==> src/rtl/openofdm_rx_pkg.sv <==
// openofdm_rx_pkg: register word indices and AXI response code shared by the rx control block
package openofdm_rx_pkg;
  localparam int REG_STATE_HIST   = 20;
  localparam int REG_HDR_CNT      = 21;
  localparam int REG_FCS_OK_CNT   = 22;
  localparam int REG_FCS_FAIL_CNT = 23;
  localparam int REG_CNT_CLR      = 24;
  localparam logic [1:0] OKAY = 2'b00;
endpackage

==> src/rtl/openofdm_rx_ctrl_regs_if.sv <==
// openofdm_rx_ctrl_regs_if: AXI-lite bundle with master/slave views
interface openofdm_rx_ctrl_regs_if #(
  parameter int AW = 7,
  parameter int DW = 32
);
  logic [AW-1:0]   awaddr;
  logic            awvalid;
  logic            awready;
  logic [DW-1:0]   wdata;
  logic [DW/8-1:0] wstrb;
  logic            wvalid;
  logic            wready;
  logic [1:0]      bresp;
  logic            bvalid;
  logic            bready;
  logic [AW-1:0]   araddr;
  logic            arvalid;
  logic            arready;
  logic [DW-1:0]   rdata;
  logic [1:0]      rresp;
  logic            rvalid;
  logic            rready;
  modport master (
    output awaddr, awvalid, wdata, wstrb, wvalid, bready, araddr, arvalid, rready,
    input  awready, wready, bresp, bvalid, arready, rdata, rresp, rvalid
  );
  modport slave (
    input  awaddr, awvalid, wdata, wstrb, wvalid, bready, araddr, arvalid, rready,
    output awready, wready, bresp, bvalid, arready, rdata, rresp, rvalid
  );
endinterface

==> src/rtl/openofdm_rx_sat_cnt.sv <==
// openofdm_rx_sat_cnt: saturating event counter with a clear that overrides increment
module openofdm_rx_sat_cnt #(
  parameter int WIDTH = 32
) (
  input  logic             clock,
  input  logic             reset,
  input  logic             inc,
  input  logic             clr,
  output logic [WIDTH-1:0] count
);
  always_ff @(posedge clock)
    count <= (reset || clr) ? '0 : (inc && !(&count)) ? count + WIDTH'(1) : count;
endmodule

==> src/rtl/openofdm_rx_ctrl_regs.sv <==
// openofdm_rx_ctrl_regs: AXI-lite config/status registers; packet counters built only with OPENOFDM_RX_PKT_CNT_EN
module openofdm_rx_ctrl_regs
  import openofdm_rx_pkg::*;
#(
  parameter int C_S_AXI_DATA_WIDTH = 32,
  parameter int C_S_AXI_ADDR_WIDTH = 7,
  parameter int NUM_CFG_REGS       = 8,
  parameter int STATE_WIDTH        = 4,
  parameter int HIST_DEPTH         = 8,
  parameter int CNT_WIDTH          = 32
) (
  input  logic                      clock,
  input  logic                      reset,
  openofdm_rx_ctrl_regs_if.slave    s00_axi,
  input  logic [STATE_WIDTH-1:0]    state,
  input  logic                      pkt_header_valid_strobe,
  input  logic                      fcs_out_strobe,
  input  logic                      fcs_ok,
  output logic [NUM_CFG_REGS*32-1:0] cfg_out,
  output logic                      core_rst
);
  localparam int NB = C_S_AXI_DATA_WIDTH / 8;
  localparam int HW = HIST_DEPTH * STATE_WIDTH;
  localparam logic [31:0] HIST_MASK = 32'((64'd1 << HW) - 64'd1);
  logic [31:0] cfg   [NUM_CFG_REGS];
  logic [31:0] cfg_d [NUM_CFG_REGS];
  logic [31:0] hist;
  logic [31:0] rd_mux;
  logic [STATE_WIDTH-1:0] prev_state;
  logic wr_en;
  logic rd_en;
  int widx;
  int ridx;
  assign wr_en = s00_axi.awready & s00_axi.awvalid & s00_axi.wready & s00_axi.wvalid;
  assign rd_en = s00_axi.arready & s00_axi.arvalid;
  assign widx = int'(s00_axi.awaddr[C_S_AXI_ADDR_WIDTH-1:2]);
  assign ridx = int'(s00_axi.araddr[C_S_AXI_ADDR_WIDTH-1:2]);
  assign s00_axi.bresp = OKAY;
  assign s00_axi.rresp = OKAY;
  always_ff @(posedge clock)
    if (reset) begin
      s00_axi.awready <= 1'b0;
      s00_axi.wready  <= 1'b0;
      s00_axi.bvalid  <= 1'b0;
      s00_axi.arready <= 1'b0;
      s00_axi.rvalid  <= 1'b0;
      s00_axi.rdata   <= '0;
    end else begin
      s00_axi.awready <= ~s00_axi.awready & s00_axi.awvalid & s00_axi.wvalid & ~s00_axi.bvalid;
      s00_axi.wready  <= ~s00_axi.awready & s00_axi.awvalid & s00_axi.wvalid & ~s00_axi.bvalid;
      s00_axi.bvalid  <= wr_en | (s00_axi.bvalid & ~s00_axi.bready);
      s00_axi.arready <= ~s00_axi.arready & s00_axi.arvalid & ~s00_axi.rvalid;
      s00_axi.rvalid  <= rd_en | (s00_axi.rvalid & ~s00_axi.rready);
      s00_axi.rdata   <= rd_en ? rd_mux : s00_axi.rdata;
    end
  always_comb begin
    cfg_d = cfg;
    for (int k = 0; k < NUM_CFG_REGS; k++)
      for (int b = 0; b < NB; b++)
        if (wr_en && widx == k && s00_axi.wstrb[b])
          cfg_d[k][8*b+:8] = s00_axi.wdata[8*b+:8];
  end
  always_ff @(posedge clock) begin
    if (reset)
      cfg <= '{default: '0};
    else
      cfg <= cfg_d;
    core_rst   <= reset | cfg_d[0][0];
    prev_state <= reset ? '0 : state;
    hist       <= reset ? '0 : (state != prev_state) ? {hist[31-STATE_WIDTH:0], state} & HIST_MASK : hist;
  end
  for (genvar i = 0; i < NUM_CFG_REGS; i++) begin : g_cfg
    assign cfg_out[32*i+:32] = cfg[i];
  end
`ifdef OPENOFDM_RX_PKT_CNT_EN
  logic cnt_clr;
  logic [CNT_WIDTH-1:0] hdr_cnt;
  logic [CNT_WIDTH-1:0] ok_cnt;
  logic [CNT_WIDTH-1:0] fail_cnt;
  logic unused;
  assign unused = ^{s00_axi.awaddr[1:0], s00_axi.araddr[1:0]};
  assign cnt_clr = wr_en & (widx == REG_CNT_CLR) & s00_axi.wstrb[0] & s00_axi.wdata[0];
  openofdm_rx_sat_cnt #(.WIDTH(CNT_WIDTH)) u_hdr_cnt (
    .clock (clock),
    .reset (reset),
    .inc   (pkt_header_valid_strobe),
    .clr   (cnt_clr),
    .count (hdr_cnt)
  );
  openofdm_rx_sat_cnt #(.WIDTH(CNT_WIDTH)) u_ok_cnt (
    .clock (clock),
    .reset (reset),
    .inc   (fcs_out_strobe & fcs_ok),
    .clr   (cnt_clr),
    .count (ok_cnt)
  );
  openofdm_rx_sat_cnt #(.WIDTH(CNT_WIDTH)) u_fail_cnt (
    .clock (clock),
    .reset (reset),
    .inc   (fcs_out_strobe & ~fcs_ok),
    .clr   (cnt_clr),
    .count (fail_cnt)
  );
`else
  logic unused;
  assign unused = ^{s00_axi.awaddr[1:0], s00_axi.araddr[1:0], pkt_header_valid_strobe, fcs_out_strobe, fcs_ok};
`endif
  always_comb begin
    rd_mux = '0;
    for (int k = 0; k < NUM_CFG_REGS; k++)
      if (ridx == k) rd_mux = cfg[k];
    if (ridx == REG_STATE_HIST) rd_mux = hist;
`ifdef OPENOFDM_RX_PKT_CNT_EN
    if (ridx == REG_HDR_CNT)      rd_mux = 32'(hdr_cnt);
    if (ridx == REG_FCS_OK_CNT)   rd_mux = 32'(ok_cnt);
    if (ridx == REG_FCS_FAIL_CNT) rd_mux = 32'(fail_cnt);
`endif
  end
endmodule

==> src/flat_wrapper.sv <==
// flat-port wrapper written by rule: the top's interface ports become plain ports
module openofdm_rx_ctrl_regs_flat import openofdm_rx_pkg::*;
#(
  parameter int C_S_AXI_DATA_WIDTH = 32,
  parameter int C_S_AXI_ADDR_WIDTH = 7,
  parameter int NUM_CFG_REGS       = 8,
  parameter int STATE_WIDTH        = 4,
  parameter int HIST_DEPTH         = 8,
  parameter int CNT_WIDTH          = 32
)
  (clock, reset, state, pkt_header_valid_strobe, fcs_out_strobe, fcs_ok, cfg_out, core_rst, s00_axi_awaddr, s00_axi_awvalid, s00_axi_wdata, s00_axi_wstrb, s00_axi_wvalid, s00_axi_bready, s00_axi_araddr, s00_axi_arvalid, s00_axi_rready, s00_axi_awready, s00_axi_wready, s00_axi_bresp, s00_axi_bvalid, s00_axi_arready, s00_axi_rdata, s00_axi_rresp, s00_axi_rvalid);
  openofdm_rx_ctrl_regs_if s00_axi_i ();
  input  logic clock;
  input  logic reset;
  input  logic [STATE_WIDTH-1:0] state;
  input  logic pkt_header_valid_strobe;
  input  logic fcs_out_strobe;
  input  logic fcs_ok;
  output logic [NUM_CFG_REGS*32-1:0] cfg_out;
  output logic core_rst;
  input wire logic [$bits(s00_axi_i.awaddr)-1:0] s00_axi_awaddr;
  input wire logic [$bits(s00_axi_i.awvalid)-1:0] s00_axi_awvalid;
  input wire logic [$bits(s00_axi_i.wdata)-1:0] s00_axi_wdata;
  input wire logic [$bits(s00_axi_i.wstrb)-1:0] s00_axi_wstrb;
  input wire logic [$bits(s00_axi_i.wvalid)-1:0] s00_axi_wvalid;
  input wire logic [$bits(s00_axi_i.bready)-1:0] s00_axi_bready;
  input wire logic [$bits(s00_axi_i.araddr)-1:0] s00_axi_araddr;
  input wire logic [$bits(s00_axi_i.arvalid)-1:0] s00_axi_arvalid;
  input wire logic [$bits(s00_axi_i.rready)-1:0] s00_axi_rready;
  output wire logic [$bits(s00_axi_i.awready)-1:0] s00_axi_awready;
  output wire logic [$bits(s00_axi_i.wready)-1:0] s00_axi_wready;
  output wire logic [$bits(s00_axi_i.bresp)-1:0] s00_axi_bresp;
  output wire logic [$bits(s00_axi_i.bvalid)-1:0] s00_axi_bvalid;
  output wire logic [$bits(s00_axi_i.arready)-1:0] s00_axi_arready;
  output wire logic [$bits(s00_axi_i.rdata)-1:0] s00_axi_rdata;
  output wire logic [$bits(s00_axi_i.rresp)-1:0] s00_axi_rresp;
  output wire logic [$bits(s00_axi_i.rvalid)-1:0] s00_axi_rvalid;
  assign s00_axi_i.awaddr = s00_axi_awaddr;
  assign s00_axi_i.awvalid = s00_axi_awvalid;
  assign s00_axi_i.wdata = s00_axi_wdata;
  assign s00_axi_i.wstrb = s00_axi_wstrb;
  assign s00_axi_i.wvalid = s00_axi_wvalid;
  assign s00_axi_i.bready = s00_axi_bready;
  assign s00_axi_i.araddr = s00_axi_araddr;
  assign s00_axi_i.arvalid = s00_axi_arvalid;
  assign s00_axi_i.rready = s00_axi_rready;
  assign s00_axi_awready = s00_axi_i.awready;
  assign s00_axi_wready = s00_axi_i.wready;
  assign s00_axi_bresp = s00_axi_i.bresp;
  assign s00_axi_bvalid = s00_axi_i.bvalid;
  assign s00_axi_arready = s00_axi_i.arready;
  assign s00_axi_rdata = s00_axi_i.rdata;
  assign s00_axi_rresp = s00_axi_i.rresp;
  assign s00_axi_rvalid = s00_axi_i.rvalid;
  openofdm_rx_ctrl_regs #(.C_S_AXI_DATA_WIDTH(C_S_AXI_DATA_WIDTH), .C_S_AXI_ADDR_WIDTH(C_S_AXI_ADDR_WIDTH), .NUM_CFG_REGS(NUM_CFG_REGS), .STATE_WIDTH(STATE_WIDTH), .HIST_DEPTH(HIST_DEPTH), .CNT_WIDTH(CNT_WIDTH)) u_core (.clock(clock), .reset(reset), .s00_axi(s00_axi_i), .state(state), .pkt_header_valid_strobe(pkt_header_valid_strobe), .fcs_out_strobe(fcs_out_strobe), .fcs_ok(fcs_ok), .cfg_out(cfg_out), .core_rst(core_rst));
endmodule
==> config.mk <==
export PLATFORM = sky130hd
export DESIGN_NAME = openofdm_rx_ctrl_regs_flat
export DESIGN_NICKNAME = d
export VERILOG_FILES = /design/src/rtl/openofdm_rx_pkg.sv /design/src/rtl/openofdm_rx_ctrl_regs_if.sv /design/src/rtl/openofdm_rx_sat_cnt.sv /design/src/rtl/openofdm_rx_ctrl_regs.sv /design/src/flat_wrapper.sv
export SDC_FILE = /design/constraint.sdc
export NUM_CORES = 1
export LEC_CHECK = 0
export ABC_AREA = 0
export ABC_CLOCK_PERIOD_IN_PS = 1800
export BUFFER_PORTS_ARGS = -buffer_cell sky130_fd_sc_hd__buf_4
export CAP_MARGIN = 5
export CORE_ASPECT_RATIO = 0.5
export CORE_UTILIZATION = 35
export DETAILED_ROUTE_END_ITERATION = 10
export PLACE_DENSITY = 0.65
export SETUP_SLACK_MARGIN = 0.05
export SKIP_CTS_REPAIR_TIMING = 1
export SLEW_MARGIN = 10
export SYNTH_ARGS = -nofsm -noshare
export SYNTH_HDL_FRONTEND = slang
export SYNTH_SLANG_ARGS = --single-unit
==> constraint.sdc <==
create_clock -name clock -period 1.8 [get_ports clock]
set_input_delay 0.27 -clock clock [delete_from_list [all_inputs] [get_ports clock]]
set_output_delay 0.27 -clock clock [all_outputs]
set_load 0.005 [all_outputs]
# == Word level (Yosys, flattened, before mapping) ==
# Cells that the tools add are included.
# op_classes
n_reduce_logical,42
bitwise_logic,20
eq_ne,16
muxes,10
# ops
operator,n
32-bit 2-to-1 mux,9
32-bit zero test,2
"5-bit by 4-bit equality test with 1-bit output, second input constant",8
1-bit logical AND,40
"5-bit by 3-bit equality test with 1-bit output, second input constant",4
1-bit bitwise AND,11
"5-bit by 2-bit equality test with 1-bit output, second input constant",2
1-bit inverter,6
"5-bit equality test, second input constant",1
4-bit != test,1
1-bit bitwise OR,3
1-bit 2-to-1 mux,1
# totals
elab_cells,129
reg_bits,329

# == Longest topological paths before layout ==
# depth
depth_word,10
mapped_depth,8

# == Least setup slack after synthesis ==
# No wires, ideal clock.
# synth_path
path_type,input to register
start,input s00_axi_araddr[2]
end,register u_core.s00_axi.rdata[0]
setup_slack_ns,0.003
setup_time_ns,0.131
arrival_time_ns,1.666
path_stages,6
t_required_ns,1.669
path_cell_list,or3b_2 > or2_2 > buf_2 > clkbuf_1 > o221ai_1 > o211ai_1
# synth_via
elab_chain_cells,10
# synth_rtl
element,line_no,text
from (decl),flat_wrapper.sv:27,input wire logic [$bits(s00_axi_i.araddr)-1:0] s00_axi_araddr;
32-bit zero test,openofdm_rx_ctrl_regs.sv:111,if (ridx == k) rd_mux = cfg[k];
32-bit 2-to-1 mux (8 in series),openofdm_rx_ctrl_regs.sv:111,
32-bit 2-to-1 mux *,openofdm_rx_ctrl_regs.sv:112,if (ridx == REG_STATE_HIST) rd_mux = hist;
to (signal assigned),openofdm_rx_ctrl_regs.sv:54,s00_axi.rdata <= rd_en ? rd_mux : s00_axi.rdata;
to (decl),openofdm_rx_ctrl_regs_if.sv:29,"output awready, wready, bresp, bvalid, arready, rdata, rresp, rvalid"
# Mark *: on every way between the ends. The rest lies on a longest branch, timed or not.
# A chain may end at the register's enable or synchronous reset.

# == Worst setup path in the final report ==
# layout_path
start,register u_core.s00_axi.wready
end,register u_core.cfg (netlist bit u_core.cfg_out[11])
# layout_via
elab_chain_cells,5
# layout_rtl
element,line_no,text
from (decl),openofdm_rx_ctrl_regs_if.sv:29,
from (signal assigned),openofdm_rx_ctrl_regs.sv:50,s00_axi.wready <= ~s00_axi.awready & s00_axi.awvalid & s00_axi.wvalid & ~s00_axi.bvalid;
1-bit bitwise AND,n/a,
1-bit bitwise AND * (2 in series),openofdm_rx_ctrl_regs.sv:34,assign wr_en = s00_axi.awready & s00_axi.awvalid & s00_axi.wready & s00_axi.wvalid;
1-bit logical AND * (2 in series),openofdm_rx_ctrl_regs.sv:60,if (wr_en && widx == k && s00_axi.wstrb[b])
to (signal assigned),openofdm_rx_ctrl_regs.sv:67,cfg <= cfg_d;
to (decl),openofdm_rx_ctrl_regs.sv:25,logic [31:0] cfg [NUM_CFG_REGS];
# Marks and branches as above.

==> reports/qor.yml <==
status: "finished with violations"
violations: "hold timing"
clkSlewWorstSetupHoldPaths_ns: 0.07
async_flop_share: 0
whs_path_depth: 2
n_fill_cell: 3789
synthTopCellsByCount: "dfxtp_1 (329), mux2i_1 (295), nor2_1 (294)"
cts_tree: "built"
grtUsageTotal: 0.2420
start_kind: "flop"
initial_core_util: 0.3616
synth_flop_cell: "dfxtp_1"
cp.arrival_ns: 2.00
synth_cell_types: 57
die_h_um: 147.9
num_rows: 52
cp-end-kind: "flop"
antenna_found_initial: 1
grt_pass1_vias: 12690
grt_pass1_wl_um: 80310
finish.utilization: 0.4878
viasPerCell: 5.416
slew_violations: 0
fin_crit_sh: 0.9041
r2r-end: "u_core.cfg_out[11]"
finalCriticalPeriod_ns: 1.627
finalClockSkew_ns: 0.01847
die_area_mm2: 0.04342
io_pins: 362
port_buffers: 350
worst-path-max-fanout: 11
holdWs_ns: -0.01048
p_sw_mw: 3.664
drv_cap: 0
dp_slack_ns: -0.1460
power.density_mw_per_mm2: 787.4
ys_ff_latch: 329
whs_endpoint: "u_core.prev_state[3]"
clk_latency_ns: 0.52
gp_congestion: 0.8701
first_pass_iters: 5
avgSynthCellArea_um2: 9.682
core-area_mm2: 0.04118
layout.nets: 1935
cts_buffer_depth: 3
yosysMostFrequentCell: "dfxtp_1"
worstPathRequired_ns: 2.17
yosys.area.top_type_share: 0.4423
tns_ns: 0
placed_area_mm2: 0.01891
fmax_mhz: 614.5
seq_area_frac_synth: 0.4423
setup_slack_ns: 0.1726
die_w_um: 293.7
vias: 13340
r2r_start: "u_core.s00_axi.wready"
power_frac_seq: 0.466
cts-buffers-inserted: 34
worst-r2r-setup-slack_ns: 0.17
clockRootBuffer: "clkbuf_16"
hp-start: "state[3]"
vdd.ir_drop.worst_mv: 0.6448
syn2layout_area_growth_pct: 34.90
wire_per_inst_um: 22.38
grt_max_degree: 167
yosys.area.top_type: "dfxtp_1"
ctsHtreeMaxLevel: 2
setup_viol: 0
synth_area_mm2: 0.01489
fin_area_mm2: 0.02009
hold_path.class: "input pin to flop"
synth_area_leaders: "dfxtp_1 (44%), mux2i_1 (20%), nor2_1 (7.4%), o221ai_1 (3.2%), clkbuf_1 (3.1%)"
clockPowerShare: 0.469
slew_headroom: 0.4299
hold_viol_final: 3
grt_overflow: 0
drt_iter0_drc: 1205
final_antenna_net_count: 0
worst_slew_pin_slew_ns: 0.8552
rsz0062_at_grt: "no"
hpwl_um: 38900
swShare: 0.2317
drive_gt1_frac: 0.2960
drc_errors: 0
synthCells: 1538
p_leak_nw: 8.421
comb_power_share: 0.065
synth_edf_count: 0
power.internal_mw: 12.15
wl_um: 55160
worstSetupPathType: "flop to flop"
r2r_cells: 6
cts_sinks: 329
ys_warn_count: 0
[critical path, stage by stage, from the launching register on]
cell      delay (ns)
dfxtp_4         0.42
nand4b_1        0.12
buf_4           0.19
nor4_4          0.26
buf_12          0.20
mux2i_1         0.22
nor2_1          0.06
[area by class of cell]
| class | instances | area (um2) | area share |
|---|---|---|---|
| clock inverters | 7 | 147.6 | 0.007350 |
| clock buffers | 53 | 1013 | 0.05045 |
| multi-input cells | 1051 | 7707 | 0.3837 |
| well taps | 567 | 709.4 | 0.03532 |
| flip-flops and latches | 329 | 6590 | 0.3281 |
| inverters | 3 | 11.26 | 0.0005606 |
| diodes | 2 | 5.005 | 0.0002491 |
| repair buffers | 452 | 3904 | 0.1943 |
[cell families after synthesis]
| kind of cell | synth area share |
|---|---|
| flip-flops | 0.4423 |
| AO/OA/AOI/OAI | 0.09949 |
| other | 0.0002518 |
| AND/OR/NAND/NOR | 0.1899 |
| buffers and inverters | 0.04470 |
| multiplexers | 0.2210 |
| XOR/XNOR | 0.002353 |
[per-layer routing]
| layer | wire [um] | global-route usage | up-vias |
|---|---|---|---|
| met4 | 1994 | 0.1044 | 0 |
| met1 | 23170 | 0.3134 | 6498 |
| met2 | 26670 | 0.4014 | 525 |
| met3 | 3318 | 0.03669 | 115 |
| li1 | - | - | 6206 |
| met5 | 0 | 0 | - |
[state kept, by name (all words and copies together) (netlist names)]
register,cells
u_core.core_rst,1
u_core.s00_axi.rdata,32
u_core.s00_axi.rvalid,1
u_core.s00_axi.bvalid,1
u_core.s00_axi.arready,1
u_core.prev_state,4
u_core.cfg_out,256
u_core.hist,32
u_core.s00_axi.wready,1
[how the worst max path moves through the flow]
stage,from,endpoint,depth (start not counted)
after floorplan,s00_axi_awaddr[5],u_core.cfg_out[112],6
after global placement,s00_axi_araddr[2],u_core.s00_axi.rdata[30],6
after detailed placement,s00_axi_araddr[2],u_core.s00_axi.rdata[30],6
after CTS,u_core.s00_axi.wready,u_core.cfg_out[11],6
after global routing,u_core.s00_axi.wready,u_core.cfg_out[11],6
final,u_core.s00_axi.wready,u_core.cfg_out[11],6
[cell usage in the layout, fill, tap and decap left out, types with 4 or more instances in the layout]
cell	count
nor4_4	6
nor2b_1	6
nor2_1	293
nand2b_1	4
nand2_1	32
a221oi_1	29
bufinv_16	4
and3_1	31
o21bai_1	6
nand4b_1	29
o22ai_1	6
nand4_1	4
nor3_4	13
nand3_1	10
xor2_1	4
clkbuf_8	7
clkbuf_1	11
conb_1	4
nand3b_1	60
dfxtp_1	328
clkbuf_16	35
mux2_2	28
a31oi_1	25
a21oi_1	35
a211oi_1	6
buf_4	410
buf_12	40
o211ai_1	27
o221ai_1	54
mux2i_1	295
[power by group through the flow]
stage | registers [mW] | clock network [mW] | logic [mW]
detailed placement | 7.53 | 0 | 1.01
global route | 7.36 | 7.82 | 1.07
CTS | 7.36 | 7.51 | 1.01
floorplan | 7.51 | 0 | 0.566
finish | 7.36 | 7.42 | 1.03
global placement | 7.53 | 0 | 1.00
[stage by stage]
stage          std cells  power [mW]
2_1_floorplan       1541       8.073
3_3_place_gp        2401       8.528
3_5_place_dp        2401       8.532
4_1_cts             2461       15.88
5_1_grt             2463       16.26
6_report            2464       15.82
Power figures use the tool's default switching activity.
